$ cat src/rtl/morse_rx_decoder.sv
// Morse receiver: synchronizes a raw keyed line, measures mark/space run
// lengths in units of UNIT_CYCLES, assembles dot/dash codes, decodes them to
// ASCII (A-Z, 0-9, word space) and queues the characters in a
// first-word-fall-through FIFO.
//
// Ports:
//   i_clk        clock
//   i_rst_n      asynchronous active-low reset
//   i_data_morse raw keyed line (1 = mark), asynchronous to i_clk
//   o_data       ASCII character at the FIFO head (0 when empty)
//   o_valid      o_data holds a character
//   i_ready      consumer takes o_data when o_valid & i_ready
//   o_the_end    sticky: END_ASCII was decoded; decoder stops listening
//   o_overflow   sticky: a character was dropped on a full FIFO
//   o_level      FIFO occupancy, saturated at 7
module morse_rx_decoder #(
  parameter int          UNIT_CYCLES = 4,
  parameter int          CNT_W       = 8,
  parameter int          FIFO_DEPTH  = 8,
  parameter logic [7:0]  END_ASCII   = 8'h31
) (
  input  logic       i_clk,
  input  logic       i_rst_n,
  input  logic       i_data_morse,
  output logic [7:0] o_data,
  output logic       o_valid,
  input  logic       i_ready,
  output logic       o_the_end,
  output logic       o_overflow,
  output logic [2:0] o_level
);

  localparam int PTR_W = $clog2(FIFO_DEPTH);
  localparam logic [CNT_W-1:0] DOT_MIN   = CNT_W'(UNIT_CYCLES / 2);
  localparam logic [CNT_W-1:0] TWO_UNITS = CNT_W'(2 * UNIT_CYCLES);
  localparam logic [CNT_W-1:0] RUN_MAX   = CNT_W'(5 * UNIT_CYCLES);
  localparam logic [PTR_W:0]   DEPTH_C   = (PTR_W+1)'(FIFO_DEPTH);

  typedef enum logic [1:0] {IDLE, MARK, GAP, WORD} state_t;

  // Code layout: element i (in order of reception) sits at bit i, with a
  // single 1 marking the position just above the last element.
  function automatic logic [7:0] decode_code(input logic [6:0] code, input logic ovf);
    logic [7:0] ch;
    ch = 8'h3F;
    if (!ovf) begin
      case (code)
        7'd6:  ch = 8'h41;  7'd17: ch = 8'h42;  7'd21: ch = 8'h43;  7'd9:  ch = 8'h44;
        7'd2:  ch = 8'h45;  7'd20: ch = 8'h46;  7'd11: ch = 8'h47;  7'd16: ch = 8'h48;
        7'd4:  ch = 8'h49;  7'd30: ch = 8'h4A;  7'd13: ch = 8'h4B;  7'd18: ch = 8'h4C;
        7'd7:  ch = 8'h4D;  7'd5:  ch = 8'h4E;  7'd15: ch = 8'h4F;  7'd22: ch = 8'h50;
        7'd27: ch = 8'h51;  7'd10: ch = 8'h52;  7'd8:  ch = 8'h53;  7'd3:  ch = 8'h54;
        7'd12: ch = 8'h55;  7'd24: ch = 8'h56;  7'd14: ch = 8'h57;  7'd25: ch = 8'h58;
        7'd29: ch = 8'h59;  7'd19: ch = 8'h5A;
        7'd63: ch = 8'h30;  7'd62: ch = 8'h31;  7'd60: ch = 8'h32;  7'd56: ch = 8'h33;
        7'd48: ch = 8'h34;  7'd32: ch = 8'h35;  7'd33: ch = 8'h36;  7'd35: ch = 8'h37;
        7'd39: ch = 8'h38;  7'd47: ch = 8'h39;
        default: ch = 8'h3F;
      endcase
    end
    return ch;
  endfunction

  logic             sync1_q, sync1_d, sync2_q, sync2_d, s_prev_q, s_prev_d;
  logic [CNT_W-1:0] run_q, run_d;
  state_t           state_q, state_d, space_q, space_d;
  logic [6:0]       code_q, code_d;
  logic [2:0]       elem_cnt_q, elem_cnt_d, elem_nxt;
  logic             code_ovf_q, code_ovf_d;
  logic             the_end_q, the_end_d, overflow_q, overflow_d;
  logic [PTR_W-1:0] wr_ptr_q, wr_ptr_d, rd_ptr_q, rd_ptr_d;
  logic [PTR_W:0]   count_q, count_d;
  logic [7:0]       mem_q [FIFO_DEPTH];
  logic [7:0]       mem_d [FIFO_DEPTH];
  logic             rise, fall, push_req, pop, full, wr_en;
  logic [7:0]       push_char, decoded_char;

  assign rise         = sync2_q & ~s_prev_q;
  assign fall         = ~sync2_q & s_prev_q;
  assign elem_nxt     = elem_cnt_q + 3'd1;
  assign decoded_char = decode_code(code_q, code_ovf_q);

  // Synchronizer and run-length counter (counts cycles since the last edge
  // of the synchronized line, restarting at 1).
  always_comb begin
    sync1_d  = i_data_morse;
    sync2_d  = sync1_q;
    s_prev_d = sync2_q;
    if (sync2_q != s_prev_q)  run_d = CNT_W'(1);
    else if (run_q >= RUN_MAX) run_d = RUN_MAX;
    else                       run_d = run_q + CNT_W'(1);
  end

  // Symbol FSM. space_q remembers which space state a mark started from so a
  // glitch can be undone without disturbing the pending character.
  always_comb begin
    state_d    = state_q;
    space_d    = space_q;
    code_d     = code_q;
    elem_cnt_d = elem_cnt_q;
    code_ovf_d = code_ovf_q;
    push_req   = 1'b0;
    push_char  = 8'h00;
    case (state_q)
      IDLE: begin
        if (rise && !the_end_q) begin
          state_d = MARK;
          space_d = IDLE;
        end
      end
      MARK: begin
        if (fall) begin
          if (run_q < DOT_MIN) begin
            state_d = space_q;
          end else begin
            if (elem_cnt_q == 3'd6) begin
              code_ovf_d = 1'b1;
            end else begin
              code_d[elem_cnt_q] = (run_q >= TWO_UNITS);
              code_d[elem_nxt]   = 1'b1;
              elem_cnt_d         = elem_nxt;
            end
            state_d = GAP;
          end
        end
      end
      GAP: begin
        // A rise landing exactly on the threshold still ends the character.
        if (run_q >= TWO_UNITS) begin
          push_req   = 1'b1;
          push_char  = decoded_char;
          code_d     = 7'd1;
          elem_cnt_d = 3'd0;
          code_ovf_d = 1'b0;
          if (decoded_char == END_ASCII) begin
            state_d = IDLE;
          end else if (rise) begin
            state_d = MARK;
            space_d = WORD;
          end else begin
            state_d = WORD;
          end
        end else if (rise) begin
          state_d = MARK;
          space_d = GAP;
        end
      end
      WORD: begin
        if (run_q >= RUN_MAX) begin
          push_req  = 1'b1;
          push_char = 8'h20;
          state_d   = rise ? MARK : IDLE;
          space_d   = IDLE;
        end else if (rise) begin
          state_d = MARK;
          space_d = WORD;
        end
      end
      default: state_d = IDLE;
    endcase
  end

  // Output FIFO. A push into a full FIFO is accepted only if the head leaves
  // in the same cycle.
  always_comb begin
    pop        = o_valid & i_ready;
    full       = (count_q == DEPTH_C);
    wr_en      = push_req & (~full | pop);
    overflow_d = overflow_q | (push_req & full & ~pop);
    the_end_d  = the_end_q | (push_req & (push_char == END_ASCII));
    wr_ptr_d   = wr_en ? wr_ptr_q + PTR_W'(1) : wr_ptr_q;
    rd_ptr_d   = pop ? rd_ptr_q + PTR_W'(1) : rd_ptr_q;
    case ({wr_en, pop})
      2'b10:   count_d = count_q + (PTR_W+1)'(1);
      2'b01:   count_d = count_q - (PTR_W+1)'(1);
      default: count_d = count_q;
    endcase
    mem_d = mem_q;
    if (wr_en) mem_d[wr_ptr_q] = push_char;
  end

  always_comb begin
    o_valid    = (count_q != '0);
    o_data     = o_valid ? mem_q[rd_ptr_q] : 8'h00;
    o_the_end  = the_end_q;
    o_overflow = overflow_q;
    o_level    = (32'(count_q) > 32'd7) ? 3'd7 : 3'(count_q);
  end

  always_ff @(posedge i_clk or negedge i_rst_n) begin
    if (!i_rst_n) begin
      sync1_q    <= 1'b0;
      sync2_q    <= 1'b0;
      s_prev_q   <= 1'b0;
      run_q      <= '0;
      state_q    <= IDLE;
      space_q    <= IDLE;
      code_q     <= 7'd1;
      elem_cnt_q <= 3'd0;
      code_ovf_q <= 1'b0;
      the_end_q  <= 1'b0;
      overflow_q <= 1'b0;
      wr_ptr_q   <= '0;
      rd_ptr_q   <= '0;
      count_q    <= '0;
    end else begin
      sync1_q    <= sync1_d;
      sync2_q    <= sync2_d;
      s_prev_q   <= s_prev_d;
      run_q      <= run_d;
      state_q    <= state_d;
      space_q    <= space_d;
      code_q     <= code_d;
      elem_cnt_q <= elem_cnt_d;
      code_ovf_q <= code_ovf_d;
      the_end_q  <= the_end_d;
      overflow_q <= overflow_d;
      wr_ptr_q   <= wr_ptr_d;
      rd_ptr_q   <= rd_ptr_d;
      count_q    <= count_d;
    end
  end

  // Character storage carries no reset; o_data is masked while empty.
  always_ff @(posedge i_clk) begin
    mem_q <= mem_d;
  end

endmodule

$ cat config.mk
export PLATFORM = sky130hd
export DESIGN_NAME = morse_rx_decoder
export DESIGN_NICKNAME = d
export VERILOG_FILES = /design/src/rtl/morse_rx_decoder.sv
export SDC_FILE = /design/constraint.sdc
export NUM_CORES = 1
export LEC_CHECK = 0
export CORE_UTILIZATION = 29
export CTS_BUF_LIST = sky130_fd_sc_hd__clkbuf_16
export CTS_CLUSTER_SIZE = 24
export DETAILED_ROUTE_END_ITERATION = 6
export PLACE_DENSITY = 0.45
export SLEW_MARGIN = 20
export SYNTH_ARGS = -nofsm -noshare
export SYNTH_HDL_FRONTEND = slang
export SYNTH_SLANG_ARGS = --single-unit
$ cat constraint.sdc
create_clock -name i_clk -period 2.72 [get_ports i_clk]
set_input_delay 0.272 -clock i_clk [delete_from_list [all_inputs] [get_ports i_clk]]
set_output_delay 0.272 -clock i_clk [all_outputs]
set_load 0.05 [all_outputs]
* Word level (Yosys, flattened, before mapping)
Memories as Yosys holds them, arrays and structs flattened.
Index checks and enable logic that the tools add are counted.
** Word-level totals
- Word-level logic and storage cells :: 145
- ROM bits :: 448
- Output and inout bits :: 14
- Input bits :: 4
- Memories kept :: 1
- Register bits :: 102
** Operators by class
- $lt $le $gt $ge :: 11
- Bitwise operators :: 17
- Reductions and logical operators :: 14
- Eq/ne operators :: 18
- Add/sub/neg operators :: 6
- Mux-type cells :: 56
** Memories
- (name not given) :: depth 64, width 7, rd ports 1, clocked after memory_dff 0, wr ports 0, line 47 : case (code)
** Operators with widths (number)
- 8-bit 2-to-1 mux :: 9
- 64-bit bitwise mux :: 1
- 2-bit 2-to-1 mux :: 14
- 7-bit 2-to-1 mux :: 4
- 8-bit binary-select mux with 3-bit select :: 1
- 8-bit demux with 3-bit select :: 1
- 8-bit by 6-bit == test with 1-bit output, second input constant :: 2
- 8-bit case mux with 2 select lines :: 1
- 3-bit 2-to-1 mux :: 5
- 7-bit case mux with 2 select lines :: 1
- 2-bit != test, second input constant :: 6
- 5-bit AND reduction :: 2
- 3-bit by 1-bit adder with 3-bit output, second input constant :: 3
- 1-bit 2-to-1 mux :: 9
- 8-bit by 1-bit adder with 8-bit output, second input constant :: 1
- 4-bit >= comparator, second input constant :: 2
- 8-bit by 4-bit >= comparator with 1-bit output, second input constant :: 1
- 8-bit by 5-bit >= comparator with 1-bit output, second input constant :: 1
- 3-bit by 4-bit < comparator with 1-bit output, second input constant :: 2
- 8-bit by 2-bit < comparator with 1-bit output, second input constant :: 1
- 3-bit NOT with 4-bit output :: 2
- 2-bit case mux with 4 select lines :: 1
- 4-bit case mux with 2 select lines :: 1
- 1-bit AND :: 7
- other kinds (28) :: 44

* Logic depth before layout (Yosys ltp)
Gate-level depths: netlist of the first run.
- Depth in word-level cells :: 10
- Mapped depth :: 10
- Gate-level depth less buffers :: 10

* Worst setup path before layout of the first run
Ideal clock, no wire load.
- Path type :: register to register
- Start point :: reg count_q[1]
- End point :: reg count_q[3]
- Period minus slack after synthesis :: 2906 ps
- Cell stages (with the launch flop) :: 11
- Data arrival time :: 2783 ps
- Required time :: 2597 ps
- Slack :: -186 ps
- Path buffers :: 0
- Library setup time :: 123 ps
- Cell sequence :: dfrtp_1 -> or2_1 -> nor3_2 -> inv_2 -> nand2_1 -> nor2_1 -> ha_1 -> a21o_1 -> a21oi_1 -> mux2_2 -> xnor2_1
** Between the ends
- Longest elaborated chain between the ends :: 6
- Elaborated cells between the ends (all ways) :: 12
- Classes of those cells :: add/sub (2); eq/ne (3); mux (1); bitwise (4); reduce/logical (2)
** Ends and longest elaborated chain
- from (decl) :: line 72 : logic [PTR_W:0] count_q, count_d;
- from (signal assigned) :: line 220 : count_q <= count_d;
- 4-bit nonzero test * :: line 183 : o_valid = (count_q != '0);
- via o_valid :: line 26 : output logic o_valid,
- 1-bit AND * :: line 166 : pop = o_valid & i_ready;
- 1-bit OR :: line 168 : wr_en = push_req & (~full | pop);
- 1-bit AND :: line 168
- 2-bit by 1-bit == test with 1-bit output / 2-bit == test (equally long branches) :: line 173 : case ({wr_en, pop})
- 4-bit case mux with 2 select lines / 2-bit nonzero test (equally long branches)
The timed path passes the listed nets; every way through them passes the cells marked *.
A chain may end at the register's enable or synchronous reset.

* Worst setup path after layout of the first run
- Start point :: reg code_q[0]
- End point :: reg space_q[0]
** Between the ends
- Longest elaborated chain between the ends :: 6
** Ends and longest elaborated chain
- from (decl) :: line 67 : logic [6:0] code_q, code_d;
- from (signal assigned) :: line 213 : code_q <= code_d;
- memory read 64 x 7 bit
- 8-bit 2-to-1 mux :: line 47
- 8-bit 2-to-1 mux :: line 46 : if (!ovf) begin
- 8-bit by 6-bit == test with 1-bit output :: line 135 : if (decoded_char == END_ASCII) begin
- 3-bit != test (no line)
- 4-bit AND reduction (no line)
- to (signal assigned) :: line 212 : space_q <= space_d;
- to (decl) :: line 66 : state_t state_q, state_d, space_q, space_d;
Every way passes these cells.

==> results of run 1 <==
## power groups by stage
stage	Clock (mW)	Sequential (mW)	Combinational, mW
after CTS	1.21	2.30	3.21
final	1.17	2.30	3.20
after global routing	1.27	2.36	3.52
after detailed placement	0	2.33	3.20
after global placement	0	2.33	3.19
after floorplan	0	2.11	2.50
## routing by layer
metal / part of all wire (%) / GRT usage, %
met1: 48 / 16.9
met5: 0 / 0
met4: 1.4 / 3.72
met2: 47 / 20.6
met3: 3.3 / 3.67
## stage by stage
step / total power, mW / instance area (um^2) / TNS [ns]
2_1_floorplan: 4.61 / 5060 / 0
3_3_place_gp: 5.52 / 5570 / 0
3_5_place_dp: 5.53 / 5570 / 0
4_1_cts: 6.73 / 5850 / 0
5_1_grt: 7.15 / 5860 / -0.0852
6_report: 6.67 / 5860 / 0
## critical path, delay by kind of cell (launching register included)
kind            cells  cell delay [ns]
compound gates      4             1.01
fa+ha+maj           1             0.26
buf+inv             1             0.11
flops               1             0.53
simple gates        3             0.56
## placed cells by master, fill, tap and decap left out, types with 8 or more instances in the layout
cell type,instances
edfxtp_1,56
dfrtp_1,37
buf_4,33
nor2_1,28
a21oi_1,28
ha_1,22
inv_1,21
nand2_1,21
o21ai_0,15
nor3_1,14
mux4_2,14
nand2b_1,10
nand3_1,10
clkbuf_16,9
mux2i_1,8
clkdlybuf4s50_1,8
## cells in the mapped netlist, types with 4 or more instances
| cell | number | share of area, % |
|---|---|---|
| a21o_1 | 4 | 0.60 |
| a21oi_1 | 28 | 2.8 |
| a31oi_1 | 4 | 0.50 |
| and2_1 | 5 | 0.62 |
| and3_1 | 6 | 0.74 |
| buf_2 | 5 | 0.50 |
| clkbuf_1 | 8 | 0.60 |
| dfrtp_1 | 37 | 18 |
| edfxtp_1 | 56 | 33 |
| ha_1 | 22 | 5.5 |
| inv_1 | 19 | 1.4 |
| mux2_2 | 4 | 0.89 |
| mux2i_1 | 8 | 1.6 |
| mux4_2 | 14 | 6.3 |
| nand2_1 | 21 | 1.6 |
| nand2b_1 | 10 | 1.2 |
| nand3_1 | 10 | 0.99 |
| nor2_1 | 28 | 2.1 |
| nor2b_1 | 7 | 0.87 |
| nor3_1 | 14 | 1.4 |
| o21ai_0 | 16 | 1.6 |
| o21ai_1 | 4 | 0.40 |
| o22a_1 | 4 | 0.69 |
| or2_2 | 4 | 0.50 |
| xnor2_1 | 7 | 1.2 |
## timing repair
item	in CTS	in global routing
endpoints found under the setup margin	0	12
endpoints found under the hold margin	0	0
resized for setup	0	3
setup buffers	0	0
## kinds of logic after synthesis
family	count (synthesis)	share of synthesized area (%)
AO/OA/AOI/OAI	93	12.7
XOR/XNOR	11	2.06
adder cells (fa/ha/maj)	23	5.85
buffers and inverters	44	4.07
flip-flops	94	52.2
multiplexers	28	9.18
other	1	0.0744
AND/OR/NAND/NOR	130	13.9
## sequential cells by signal, indices dropped and copies added (netlist names), 2 cells and up
signal      cells
run_q           8
elem_cnt_q      3
rd_ptr_q        3
state_q         2
space_q         2
mem_q          56
count_q         4
code_q          7
wr_ptr_q        3
## cell type report
class / count / area, um^2
Tap cell: 220 / 275
Sequential cell: 94 / 2630
Multi-Input combinational cell: 289 / 2240
Clock inverter: 7 / 51.3
Fill cell: 1668 / 10900
Clock buffer: 9 / 225
Timing Repair Buffer: 43 / 353
Inverter: 23 / 86.3
## worst min path at each step
stage                     depth (start not counted)  slack, ns  startpoint          to
after floorplan                                   0      -0.02     i_rst_n  code_ovf_q
after global placement                            0       0.34     sync1_q    s_prev_d
after detailed placement                          0       0.34     sync1_q    s_prev_d
after CTS                                         1       0.08     i_rst_n    s_prev_q
after global routing                              1       0.12     i_rst_n    run_q[7]
final                                             1       0.05     i_rst_n     sync1_q
==> run metrics, run 1 <==
IO Count=18; Worst R2R End=space_q[0]; Final WS setup=0.134 ns; ys flop type=edfxtp_1; Avg Synthesized Cell Area=11.9 um^2; CTS Root Cell=clkbuf_16; Slew headroom=39.9%; Initial Utilization=30.1%; Worst-Skew Late Latency=0.35 ns; Antenna diodes=0; row count=47; Final period util=95.1%; EDFF count, synth=56; Power Internal=3.86 mW; Net Sw Frac=42.1%; maximum clock frequency=387 MHz; core area=16800 um^2; Worst setup SP type=flip-flop; htree depth=3; combinational power share=47.9%; Die H=134 um; post-route ant nets=0; WS Path Type=flip-flop to flip-flop; TritonCTS buffer count=9; Worst Tran Pin Value=0.902 ns; Final Critical Period=2.59 ns; Final #Nets=487; Hold WS=0.0486 ns; Ys Warns=0; DRC Markers=0; largest net degree at the start of global routing=39; post-synthesis register bit count=94; Flop pwr share=34.5%; vias=3332; GRT Total Usage=12.9%; Critical Path End Type=flip-flop; Async SR Flop Fraction=40.4%; Power Density=1140 nW/um^2; final core utilization=35.0%; DR iter-0 viols=129; Max VDD drop=649 uV; IO Port Bufs=16; gp weighted congestion=0.835; layout cells sized above 1=18.7%; Mapped Cells=424; vias per cell=4.86; CTS tree=built; Worst Setup EP=space_q[0]; final cell count without fillers=685; # hold bufs at CTS=0; CP max stage delay=0.53 ns; status=finished clean; Area Overhead vs Synth=16.3%; Pins Over Slew Limit=0; First-pass DRT Iterations=4; FF-to-FF path depth=9; Leakage=2.26 nW; antenna violations before repair=0; Layout Skew=0.0105 ns; synthesized area=5040 um^2; vias in the first global route=3361; Reg2Reg Setup Slack=0.13 ns; remaining global-route overflow=0; reg2reg start=code_q[0]; Critical Path Fanout Max=6; pre-CTS WS=0.149 ns; DP Cell Count=669; Final setup viols=0; post-DP HPWL=7.53 mm; Worst-path clk slew=0.07 ns; critical path data required time=2.96 ns; Hold Crit Class=input pin to async pin; Die Width=134 um; Worst Path Arrival=2.82 ns; critical-path cell list=inv_1 > ha_1 > nor2b_1 > o311a_1 > nor4_4 > and4_1 > a41oi_2 > o211a_1 > o21a_1; CTS Sinks=94; Critical Path Start=code_q[0]; final hold vios=0; first-pass GRT wire length=17.8 mm; WL/cell=15.6 um; Max stage delay cell, worst path=dfstp_2; drt total wl=10.7 mm; Seq/Total Area, Yosys=52.2%; clock tree buffer depth=2; post-synth cell types=72; net load switching power=2.81 mW; power share of the clock group=17.5%; max-cap violations=0; die area=17900 um^2
Note: power is estimated with default switching activity, not from simulation.
==> run 2: changes to the inputs <==
Settings changed: CAP_MARGIN from default to 40.
==> run 2 against run 1 <==
Compared with the run above:
- global-route usage increased by 0.053 points
- register-to-register slack worse by 0.02 ns
- utilization up 0.43 points
- via count grew 1.9%
- clock-buffer cell count is the same
- sequential cell count unchanged
- maximum frequency down 0.91%
- highest routed layer unchanged
==> run metrics, run 2 (synthesized netlist as in run 1, its figures left out) <==
status=finished clean; IO Count=18; WP buf/inv=1; Die H=134 um; layout cells sized above 1=20.3%; Largest Register=mem_q; final hold vios=0; Worst-Skew Late Latency=0.35 ns; drt total wl=10.7 mm; most common cell after layout, fill and taps aside=edfxtp_1; clock tree buffer depth=2; post-route ant nets=0; Storage cell area=2640 um^2; Max stage delay cell, worst path=dfstp_2; Antenna diodes=0; largest net degree at the start of global routing=22; vias per cell=4.93; critical path data required time=2.96 ns; htree depth=3; CTS Sinks=94; FF-to-FF path depth=9; CP max stage delay=0.54 ns; post-DP HPWL=7.64 mm; row count=47; Worst R2R End=space_q[0]; Slew headroom=49.4%; fill cell count=1683; DRC Markers=0; Hold Crit Class=flip-flop to flip-flop; Multi-input gate area=2260 um^2; Final setup viols=0; remaining global-route overflow=0; DR iter-0 viols=248; Initial Utilization=30.1%; Final WS setup=0.111 ns; Hold Startpoint=sync1_q; Reg2Reg Setup Slack=0.11 ns; Layout Skew=0.00639 ns; first-pass GRT wire length=17.9 mm; Worst-path clk slew=0.07 ns; vias in the first global route=3387; First-pass DRT Iterations=6; Power Density=1130 nW/um^2; core area=16800 um^2; antenna violations before repair=0; Critical Path End Type=flip-flop; Die Width=134 um; setup TNS=0 ns; CTS Root Cell=clkbuf_16; Leakage=2.29 nW; TritonCTS buffer count=9; Final period util=95.9%; vias=3394; worst hold path endpoint=s_prev_d; Critical Path Fanout Max=6; IO Port Bufs=16; Final #Nets=491; top layer reached by signal wires=met4; Met1 Wirelength=5.14 mm; Area Overhead vs Synth=17.7%; reg2reg start=code_q[0]; WL met2=4.98 mm; max-cap violations=0; Pins Over Slew Limit=0; RSZ-0062 raised after global routing=false; CTS tree=built; max reg flops=56; WL/cell=15.5 um; family with the most delay on the worst path=compound AO/OA/AOI/OAI gates; critical-path cell list=inv_2 > ha_2 > nor2b_1 > o311a_1 > nor4_4 > and4_4 > a41oi_4 > o211a_1 > o21a_1; commonest cells after routing, fill and taps aside=edfxtp_1, dfrtp_1, buf_4; Max VDD drop=708 uV; WS Path Type=flip-flop to flip-flop; Worst setup SP type=flip-flop; GRT Total Usage=12.9%; maximum clock frequency=383 MHz; Final Critical Period=2.61 ns; routed length on met3=368 um; pre-CTS WS=0.140 ns; Worst Tran Pin Value=0.760 ns; gp weighted congestion=0.835; biggest regs=mem_q x56, run_q x8, code_q x7; Hold Crit Depth=0; die area=17900 um^2; Tot Pwr=6.72 mW; Worst Path Arrival=2.85 ns
[run 2: final cells by class]
| class | instances | share of cell area (%) |
|---|---|---|
| clock buffers | 9 | 3.79 |
| flip-flops and latches | 94 | 44.4 |
| multi-input cells | 289 | 38.0 |
| clock inverters | 7 | 0.927 |
| well taps | 220 | 4.64 |
| repair buffers | 47 | 6.79 |
| inverters | 23 | 1.45 |
[run 2: per-layer routing]
layer  global-route usage [%]  vias up
met3                     3.10       14
met5                        0        -
met4                     4.29        0
met2                     20.7       55
met1                     17.1     1676
li1                         -     1649
[run 2: where the power goes]
| part | switching, mW | leakage, nW | internal (mW) | total (mW) |
|---|---|---|---|---|
| Combinational | 1.84 | 1.19 | 1.38 | 3.22 |
| Sequential | 0.426 | 0.958 | 1.87 | 2.30 |
| Clock | 0.568 | 0.140 | 0.633 | 1.20 |
[run 2: what timing repair did]
action | in CTS | in global routing
hold buffers | 1 | 0
endpoints found under the hold margin | 19 | 0
buffers inserted | 0 | 1
gates resized for setup | 0 | 7
endpoints found under the setup margin | 0 | 4
[run 2: worst max-delay path by stage]
| stage | slack [ns] | start | endpoint | depth (start not counted) |
|---|---|---|---|---|
| final | 0.11 | code_q[0] | space_q[0] | 9 |
| after global routing | 0.0002 | code_q[0] | state_q[1] | 9 |
| after CTS | 0.12 | code_q[0] | space_q[0] | 9 |
| after detailed placement | 0.14 | code_q[0] | space_q[0] | 9 |
| after global placement | 0.22 | code_q[0] | space_q[0] | 9 |
| after floorplan | 0.03 | count_q[1] | count_q[3] | 10 |
[run 2: metrics by stage]
step	hold WS (ns)	cells	area, um^2	util [%]
after floorplan	-0.0236	427	5060	-
after global placement	0.338	669	5570	33.3
after detailed placement	0.281	670	5600	33.4
after CTS	0.355	687	5890	35.1
after global routing	0.378	689	5940	35.4
final	0.351	689	5940	35.4
